[config.mk]
export PLATFORM = sky130hd
export DESIGN_NAME = e15_run_ctrl
export DESIGN_NICKNAME = d
export VERILOG_FILES = /design/src/rtl/e15_run_ctrl.sv
export SDC_FILE = /design/constraint.sdc
export NUM_CORES = 1
export LEC_CHECK = 0
export CORE_UTILIZATION = 25
export DETAILED_ROUTE_END_ITERATION = 8
export PLACE_DENSITY_LB_ADDON = 0.15
export SLEW_MARGIN = 10
export SYNTH_ARGS = -nofsm -noshare
export SYNTH_HDL_FRONTEND = slang
export SYNTH_SLANG_ARGS = --single-unit
[constraint.sdc]
create_clock -name clk -period 1.6 [get_ports clk]
set_input_delay 0.4 -clock clk [delete_from_list [all_inputs] [get_ports clk]]
set_output_delay 0.4 -clock clk [all_outputs]
set_load 0.005 [all_outputs]
[src/rtl/e15_run_ctrl.sv]
// -----------------------------------------------------------------------------
// e15_run_ctrl -- run/step/load controller for a small core with a 4-bit PC
// and a 16 x 12-bit program ROM.
//
// Optional feature: define E15_BREAKPOINT_EN to add a PC breakpoint
// (ports brk_en, brk_addr). Without it, stop_cause 2'b00 is never reported.
//
// Ports
//   clk, rst                 single clock, synchronous active-high reset
//   cmd_valid/cmd_ready      command handshake (accepted when both are 1)
//   cmd_op[2:0]              000 LOAD, 001 RUN, 010 STEP, 011 STOP, 100 CONT
//   ld_addr[3:0], ld_data    ROM word written on LOAD
//   pc[3:0], instr[11:0]     core program counter and ROM[pc]
//   brk_en, brk_addr[3:0]    breakpoint (E15_BREAKPOINT_EN only)
//   core_en, core_rst        core clock-enable and core reset
//   rom_we/rom_waddr/wdata   program-ROM write port (one-cycle pulse)
//   busy, done               status: busy in CRST/RUN/STEP, done in DONE
//   stop_cause[1:0]          00 break, 01 halt, 10 timeout, 11 STOP
//   cycles[7:0]              enabled core cycles, saturating at 8'hFF
// -----------------------------------------------------------------------------
module e15_run_ctrl #(
  parameter logic [7:0] MAX_CYCLES = 8'd200
) (
  input  logic        clk,
  input  logic        rst,
  input  logic        cmd_valid,
  output logic        cmd_ready,
  input  logic [2:0]  cmd_op,
  input  logic [3:0]  ld_addr,
  input  logic [11:0] ld_data,
  input  logic [3:0]  pc,
  input  logic [11:0] instr,
`ifdef E15_BREAKPOINT_EN
  input  logic        brk_en,
  input  logic [3:0]  brk_addr,
`endif
  output logic        core_en,
  output logic        core_rst,
  output logic        rom_we,
  output logic [3:0]  rom_waddr,
  output logic [11:0] rom_wdata,
  output logic        busy,
  output logic        done,
  output logic [1:0]  stop_cause,
  output logic [7:0]  cycles
);

  localparam logic [2:0] OP_LOAD = 3'b000;
  localparam logic [2:0] OP_RUN  = 3'b001;
  localparam logic [2:0] OP_STEP = 3'b010;
  localparam logic [2:0] OP_STOP = 3'b011;
  localparam logic [2:0] OP_CONT = 3'b100;

  localparam logic [1:0] CAUSE_BRK     = 2'b00;
  localparam logic [1:0] CAUSE_HALT    = 2'b01;
  localparam logic [1:0] CAUSE_TIMEOUT = 2'b10;
  localparam logic [1:0] CAUSE_STOP    = 2'b11;

  typedef enum logic [2:0] {
    S_IDLE = 3'd0,
    S_CRST = 3'd1,
    S_RUN  = 3'd2,
    S_STEP = 3'd3,
    S_DONE = 3'd4
  } state_t;

  // Status flags {cmd_ready, busy, done} registered alongside each state change.
  function automatic logic [2:0] state_flags(input state_t s);
    logic [2:0] f;
    case (s)
      S_IDLE:  f = 3'b100;
      S_CRST:  f = 3'b010;
      S_RUN:   f = 3'b110;
      S_STEP:  f = 3'b010;
      S_DONE:  f = 3'b101;
      default: f = 3'b000;
    endcase
    return f;
  endfunction

  state_t      r_state;
  logic        r_cmd_ready;
  logic        r_busy;
  logic        r_done;
  logic [1:0]  r_stop_cause;
  logic [7:0]  r_cycles;
  logic        r_rom_we;
  logic [3:0]  r_rom_waddr;
  logic [11:0] r_rom_wdata;

  logic w_accept;
  logic w_stop_req;
  logic w_halt;
  logic w_timeout;
  logic w_brk;
  logic w_core_en;
  logic w_cmd_state;

  assign w_accept    = cmd_valid && r_cmd_ready;
  assign w_stop_req  = w_accept && (cmd_op == OP_STOP);
  // jmp 0 is a self-loop, so the program has nothing more to do
  assign w_halt      = (instr == 12'h000);
  assign w_timeout   = (r_cycles == MAX_CYCLES);
  assign w_cmd_state = (r_state == S_IDLE) || (r_state == S_DONE);

`ifdef E15_BREAKPOINT_EN
  logic r_brk_skip;

  // Arm a one-cycle breakpoint bypass on CONT so execution resumes past the stop PC.
  always_ff @(posedge clk) begin
    if (rst) begin
      r_brk_skip <= 1'b0;
    end else if (r_state == S_RUN) begin
      r_brk_skip <= 1'b0;
    end else if (w_accept && w_cmd_state && (cmd_op == OP_CONT)) begin
      r_brk_skip <= 1'b1;
    end else begin
      r_brk_skip <= r_brk_skip;
    end
  end

  assign w_brk = brk_en && (pc == brk_addr) && !r_brk_skip;
`else
  // pc only matters to the breakpoint comparator
  logic w_unused_pc;
  assign w_unused_pc = ^pc;
  assign w_brk       = 1'b0;
`endif

  // Core clock-enable: free-running in RUN until a stop condition, one pulse in STEP.
  always_comb begin
    w_core_en = 1'b0;
    if (rst) begin
      w_core_en = 1'b0;
    end else begin
      case (r_state)
        S_RUN:   w_core_en = !w_halt && !w_timeout && !w_brk;
        S_STEP:  w_core_en = 1'b1;
        default: w_core_en = 1'b0;
      endcase
    end
  end

  // Control FSM with registered status, cycle counter and ROM write port.
  always_ff @(posedge clk) begin
    if (rst) begin
      r_state      <= S_IDLE;
      {r_cmd_ready, r_busy, r_done} <= state_flags(S_IDLE);
      r_stop_cause <= 2'b00;
      r_cycles     <= 8'd0;
      r_rom_we     <= 1'b0;
      r_rom_waddr  <= 4'd0;
      r_rom_wdata  <= 12'd0;
    end else begin
      r_rom_we <= 1'b0;
      if (w_core_en && (r_cycles != 8'hFF)) begin
        r_cycles <= r_cycles + 8'd1;
      end

      case (r_state)
        S_IDLE, S_DONE: begin
          if (w_accept) begin
            case (cmd_op)
              OP_LOAD: begin
                r_rom_we    <= 1'b1;
                r_rom_waddr <= ld_addr;
                r_rom_wdata <= ld_data;
              end
              OP_RUN: begin
                r_cycles <= 8'd0;
                r_state  <= S_CRST;
                {r_cmd_ready, r_busy, r_done} <= state_flags(S_CRST);
              end
              OP_STEP: begin
                r_state <= S_STEP;
                {r_cmd_ready, r_busy, r_done} <= state_flags(S_STEP);
              end
              OP_CONT: begin
                r_state <= S_RUN;
                {r_cmd_ready, r_busy, r_done} <= state_flags(S_RUN);
              end
              default: begin
                // STOP and undefined codes are accepted and ignored here
                r_state <= r_state;
              end
            endcase
          end
        end

        S_CRST: begin
          r_state <= S_RUN;
          {r_cmd_ready, r_busy, r_done} <= state_flags(S_RUN);
        end

        S_RUN: begin
          // STOP > halt > timeout > break; other commands are no-ops here
          if (w_stop_req) begin
            r_state      <= S_DONE;
            r_stop_cause <= CAUSE_STOP;
            {r_cmd_ready, r_busy, r_done} <= state_flags(S_DONE);
          end else if (w_halt) begin
            r_state      <= S_DONE;
            r_stop_cause <= CAUSE_HALT;
            {r_cmd_ready, r_busy, r_done} <= state_flags(S_DONE);
          end else if (w_timeout) begin
            r_state      <= S_DONE;
            r_stop_cause <= CAUSE_TIMEOUT;
            {r_cmd_ready, r_busy, r_done} <= state_flags(S_DONE);
          end else if (w_brk) begin
            r_state      <= S_DONE;
            r_stop_cause <= CAUSE_BRK;
            {r_cmd_ready, r_busy, r_done} <= state_flags(S_DONE);
          end else begin
            r_state <= S_RUN;
          end
        end

        S_STEP: begin
          r_state <= S_IDLE;
          {r_cmd_ready, r_busy, r_done} <= state_flags(S_IDLE);
        end

        default: begin
          r_state <= S_IDLE;
          {r_cmd_ready, r_busy, r_done} <= state_flags(S_IDLE);
        end
      endcase
    end
  end

  assign cmd_ready  = r_cmd_ready;
  assign core_en    = w_core_en;
  assign core_rst   = rst || (r_state == S_CRST);
  assign rom_we     = r_rom_we;
  assign rom_waddr  = r_rom_waddr;
  assign rom_wdata  = r_rom_wdata;
  assign busy       = r_busy;
  assign done       = r_done;
  assign stop_cause = r_stop_cause;
  assign cycles     = r_cycles;

endmodule

Word-level counts from Yosys, hierarchy flattened
Index checks and enable logic that the tools add are counted.
Word-level totals
  register bits: 33
  word-level logic and storage cells: 78
  input port bits: 38
Cells by class
  bitwise logic cells: 2
  equality and inequality tests: 15
  multiplexer cells: 31
  add/subtract/negate cells: 1
  reduce and logical (&&, ||, !) cells: 20
Operator list (number)
  $mux W8: 4
  $pmux W3 S3: 2
  $mux W1: 13
  $eq A3 B2 Y1 const B: 4
  $logic_not A12 Y1: 1
  $mux W3: 4
  $reduce_and A3 Y1: 3
  $add A8 B1 Y8 const B: 1
  $eq A8 B8 Y1 const B: 1
  $ne A8 B8 Y1 const B: 1
  $pmux W1 S2: 4
  $eq A3 B1 Y1 const B: 2
  $eq A3 B3 Y1 const B: 2
  $logic_not A3 Y1: 2
  $mux W2: 3
  $reduce_or A3 Y1: 2
  $logic_and A1 B1 Y1: 4
  $ne A2 B2 Y1 const B: 2
  $ne A4 B1 Y1 const B: 1
  $ne A4 B4 Y1 const B: 1
  $reduce_and A2 Y1: 2
  $reduce_or A2 Y1: 2
  $ne A3 B2 Y1 const B: 1
  $pmux W1 S3: 1
  other kinds (4): 6

Longest topological paths before layout
  depth in word-level cells: 10
  mapped depth: 8

Least setup slack after synthesis
No wires, ideal clock.
  kind: register -> register
  start: register r_cycles[0], in the netlist cycles[0]
  end: register r_cycles[1], in the netlist cycles[1]
  stages on the path, launching flop included: 9
  slack: -0.180 ns
  period minus slack after synthesis: 1.780 ns
  data required time: 1.485 ns
  data arrival time: 1.664 ns
  path through: dfxtp_1 -> inv_1 -> ha_1 -> nand3b_1 -> or4_4 -> o211ai_4 -> inv_4 -> and3_1 -> a31o_1
Between the ends
  word-level cells in the longest chain between the ends: 10
  elaborated cells on any way between the ends: 12
  classes of those cells: add/sub: 1; eq/ne: 2; mux: 6; reduce/logical: 3
RTL lines
  from (decl): RTL line 86  | logic [7:0] r_cycles;
  from (signal assigned): RTL line 157  | r_cycles <= r_cycles + 8'd1;
  $eq A8 B8 Y1 *: RTL line 103  | assign w_timeout = (r_cycles == MAX_CYCLES);
  $logic_not A1 Y1 *: RTL line 137  | S_RUN: w_core_en = !w_halt && !w_timeout && !w_brk;
  $logic_and A1 B1 Y1 *: RTL line 137
  $pmux W1 S2 *: RTL line 136  | case (r_state)
  $mux W1 *: RTL line 133  | if (rst) begin
  via core_en: RTL line 37  | output logic core_en,
  $logic_and A1 B1 Y1 *: RTL line 156  | if (w_core_en && (r_cycles != 8'hFF)) begin
  $mux W8 *: RTL line 156
  $mux W8: RTL line 163  | case (cmd_op)
  $mux W8: RTL line 162  | if (w_accept) begin
  $mux W8 *: RTL line 160  | case (r_state)
Mark *: on every way through the listed nets, which the timed path passes. The rest lies on a longest branch.
A chain may end at the register's enable or synchronous reset.

Worst setup path after layout
  start: register r_cycles[1], in the netlist cycles[1]
  end: output port core_en
Between the ends
  word-level cells in the longest chain between the ends: 5
RTL lines (RTL line)
  $eq A8 B8 Y1: 103
  $logic_not A1 Y1: 137
  $logic_and A1 B1 Y1: 137
  $pmux W1 S2: 136
  $mux W1: 133
  to (decl): 37
Every way passes these cells.

==> flow_summary.json <==
{
  "post_synth_num_cell_types": 44,
  "cts.path.max_buffers": 2,
  "violations": "negative setup slack",
  "portBuffers": 65,
  "grt-busiest-layer": "met2",
  "n_fill_cell": 611,
  "htreeDepth": 2,
  "vdd_drop_max_mv": 0.384,
  "post-synth-top-count-cell": "sky130_fd_sc_hd__nand2_1",
  "gr-usage-met3": 0.0398,
  "globalplace.congestion": 0.759,
  "die_h_um": 80.6,
  "worst-setup-path-type": "flip-flop to primary output",
  "global_router_s_overall_resource_usage": 0.141,
  "net_count_synth": 225,
  "synthDominantAreaCellType": "sky130_fd_sc_hd__dfxtp_1",
  "worst_path_dominant_cell_family": "simple AND/OR/NAND/NOR gates",
  "postSynthCellCount": 185,
  "synth_seq_area_share": 0.428,
  "std_cell_core_area_um2": 5960,
  "critical_path_s_slowest_cell": "sky130_fd_sc_hd__or4_4",
  "worst_setup_path_start_kind": "flip-flop",
  "grt_antenna_before_repair": 0,
  "cp_slowest_stage_delay_ns": 0.52,
  "io_pins": 70,
  "post_synth_xor_area_fraction": 0.0170,
  "grt_pass1_vias": 1583,
  "die_area_um2": 6500,
  "maxCapViolations": 0,
  "synth.mux.area_fraction": 0.0194,
  "cp.arrival_ns": 1.79,
  "synth_to_layout_area_growth_pct": 81.7,
  "netlist.area_leader.share": 0.428,
  "power_density_nw_per_um2": 652,
  "routed_wirelength_um": 4310,
  "cts_buffers": 5,
  "worst_pin_slew_ns": 0.300,
  "timing.final.max_slew_violations": 0,
  "placementRows": 28,
  "reg2reg_slack_ns": -0.54,
  "finalSetupViolCount": 16,
  "combinationalPowerShare": 0.156,
  "run_status": "finished, violations left",
  "power_leakage_nw": 1.13,
  "clk-insertion-delay-late_ns": 0.28,
  "hold_viol_final": 0,
  "synth_compound_gate_area_share": 0.177,
  "worst_setup_margin_ns": -0.591,
  "grtUsageMet1": 0.178,
  "clk_skew_ns": 0.00322,
  "first_pass_iters": 4,
  "multi_input_area_um2": 903,
  "maximum_number_of_pins_on_one_net_before_global_route_repair": 25,
  "synthAdderAreaFrac": 0.0162,
  "grt_first_pass_wirelength_um": 7160,
  "dominant_cells_by_area_after_synthesis": "sky130_fd_sc_hd__dfxtp_1 (43%), sky130_fd_sc_hd__nand2_1 (11%), sky130_fd_sc_hd__a21oi_1 (9.1%)",
  "dieWidth_um": 80.6,
  "synth-edff-count": 0,
  "syn-cell-area_um2": 1550,
  "post_synth_most_frequent_cells": "sky130_fd_sc_hd__nand2_1 (45), sky130_fd_sc_hd__dfxtp_1 (33), sky130_fd_sc_hd__a21oi_1 (28)",
  "post_synth.cell_area_avg_um2": 8.35,
  "initialDrtViolationCount": 31,
  "postPlaceCellArea_um2": 2550,
  "clock_slew_seen_by_the_registers_of_the_worst_setup_and_hold_paths_ns": 0.07,
  "sequential_cell_area_um2": 674,
  "drc": 0,
  "hold_class": "flip-flop to flip-flop",
  "clock_sinks": 33,
  "critical_path_fanout_max": 2,
  "required_ns": 1.20,
  "floorplan.initialDensity": 0.259,
  "vias": 1677,
  "final_area_um2": 2810,
  "drive_above_1_share": 0.336,
  "rsz0062_at_grt": "yes",
  "min_period_over_period": 1.37,
  "p_int_mw": 1.41,
  "design.final.nets": 334,
  "post-dp-hpwl_um": 3180,
  "max_freq_mhz": 456,
  "slew_headroom": 0.800,
  "routed_antenna_nets": 0,
  "yosysWarningCount": 0,
  "p_seq_frac": 0.465,
  "worstSetupEndpointType": "primary output",
  "power_switching_mw": 0.425,
  "swShare": 0.232,
  "critPathBufInv": 3,
  "grtUsageMet2": 0.229,
  "clk_root_buffer_cell": "sky130_fd_sc_hd__clkbuf_8",
  "wl_per_cell_um": 11.6,
  "overflow": 0,
  "asyncSetResetFlopFracSynth": 0,
  "clock_power_share": 0.379,
  "total_power_mw": 1.83,
  "final_core_utilization": 0.471,
  "synthFlopType": "sky130_fd_sc_hd__dfxtp_1",
  "ys_seq_elements": 33,
  "num_antenna_cells": 0,
  "crit_path_cells": "inv_2 -> ha_4 -> nand3b_1 -> or4_4 -> o211ai_4 -> inv_4 -> buf_6",
  "combinational_family_with_the_most_area_after_synthesis": "simple AND/OR/NAND/NOR gates",
  "post_synth_simple_gate_area": 0.291,
  "cts_tree": "done",
  "period_needed_ns": 2.19,
  "route.detailed.vias_per_inst": 4.53
}
logic make-up after synthesis:
logic type,after synthesis
AOI/OAI and AO/OA,45
xor gates and xnor gates,3
adders and majority gates,2
buffers and inverters,12
DFF,33
muxes,3
and+or+nand+nor,87
per-layer routing:
metal | part of all wire | vias up
li1 | - | 872
met1 | 0.48 | 767
met2 | 0.47 | 33
met3 | 0.046 | 5
met4 | 0.0084 | 0
met5 | 0 | -
power groups by stage:
stage                     Combinational, mW  Sequential [mW]  Clock, mW
after floorplan                      0.0905            0.871          0
after global placement                0.273            0.868          0
after detailed placement              0.274            0.868          0
after CTS                             0.276            0.849      0.728
after global routing                  0.314            0.853      0.768
final                                 0.286            0.851      0.693
sequential cells by signal (all words and copies together) (netlist names):
| register | count |
|---|---|
| rom_we | 1 |
| rom_wdata | 12 |
| stop_cause | 2 |
| r_state | 3 |
| busy | 1 |
| cmd_ready | 1 |
| done | 1 |
| rom_waddr | 4 |
| cycles | 8 |
worst min-delay path, stage by stage, from the launching register on:
cell,delay (ns)
sky130_fd_sc_hd__dfxtp_1,0.31
sky130_fd_sc_hd__nand2_1,0.05
sky130_fd_sc_hd__a21oi_1,0.05
path summary, 6_finish.rpt:
| check | startpoint | depth (start not counted) | to |
|---|---|---|---|
| max | cycles[1]$_SDFF_PP0_ | 7 | core_en |
| min | rom_wdata[11]$_SDFFE_PP0P_ | 2 | rom_wdata[11]$_SDFFE_PP0P_ |
| max reg2reg | cycles[1]$_SDFF_PP0_ | 12 | r_state[1]$_SDFFE_PP0P_ |
| min reg2reg | rom_wdata[11]$_SDFFE_PP0P_ | 2 | rom_wdata[11]$_SDFFE_PP0P_ |
timing repair:
action / in CTS / in global routing
pin swaps: 7 / 8
setup endpoints to repair: 41 / 36
resized for setup: 38 / 23
hold buffers: 0 / 0
buffers inserted: 4 / 2
stage by stage:
stage	std cells	setup slack [ns]	setup TNS [ns]	hold WS [ns]
after floorplan	185	-0.160	-0.493	0.449
after global placement	357	-0.830	-12.95	0.442
after detailed placement	357	-0.820	-13.01	0.449
after CTS	369	-0.620	-6.30	0.459
after global routing	370	-0.660	-7.46	0.469
final	370	-0.591	-6.37	0.455
final cells by class:
class	count	share of cell area
flip-flops and latches	33	0.240
clock inverters	1	0.00178
multi-input cells	140	0.322
well taps	75	0.0334
clock buffers	7	0.0343
inverters	4	0.00624
repair buffers	110	0.362
cells in the final DEF (no fill, tap or decap), types with 3 or more instances in the layout:
| cell type | synthesis | routed |
|---|---|---|
| sky130_fd_sc_hd__dfxtp_2 | 0 | 11 |
| sky130_fd_sc_hd__dlygate4sd2_1 | 0 | 9 |
| sky130_fd_sc_hd__buf_4 | 0 | 37 |
| sky130_fd_sc_hd__and3_1 | 3 | 3 |
| sky130_fd_sc_hd__clkdlybuf4s50_1 | 0 | 52 |
| sky130_fd_sc_hd__dfxtp_1 | 33 | 22 |
| sky130_fd_sc_hd__a21oi_1 | 28 | 24 |
| sky130_fd_sc_hd__mux2i_1 | 3 | 3 |
| sky130_fd_sc_hd__nand4b_1 | 3 | 3 |
| sky130_fd_sc_hd__nor2_1 | 6 | 5 |
| sky130_fd_sc_hd__nand3_1 | 7 | 6 |
| sky130_fd_sc_hd__a21oi_2 | 0 | 4 |
| sky130_fd_sc_hd__nand2_1 | 45 | 42 |
| sky130_fd_sc_hd__clkbuf_8 | 3 | 7 |
| sky130_fd_sc_hd__buf_6 | 0 | 8 |
(Power assumes the default switching activity.)
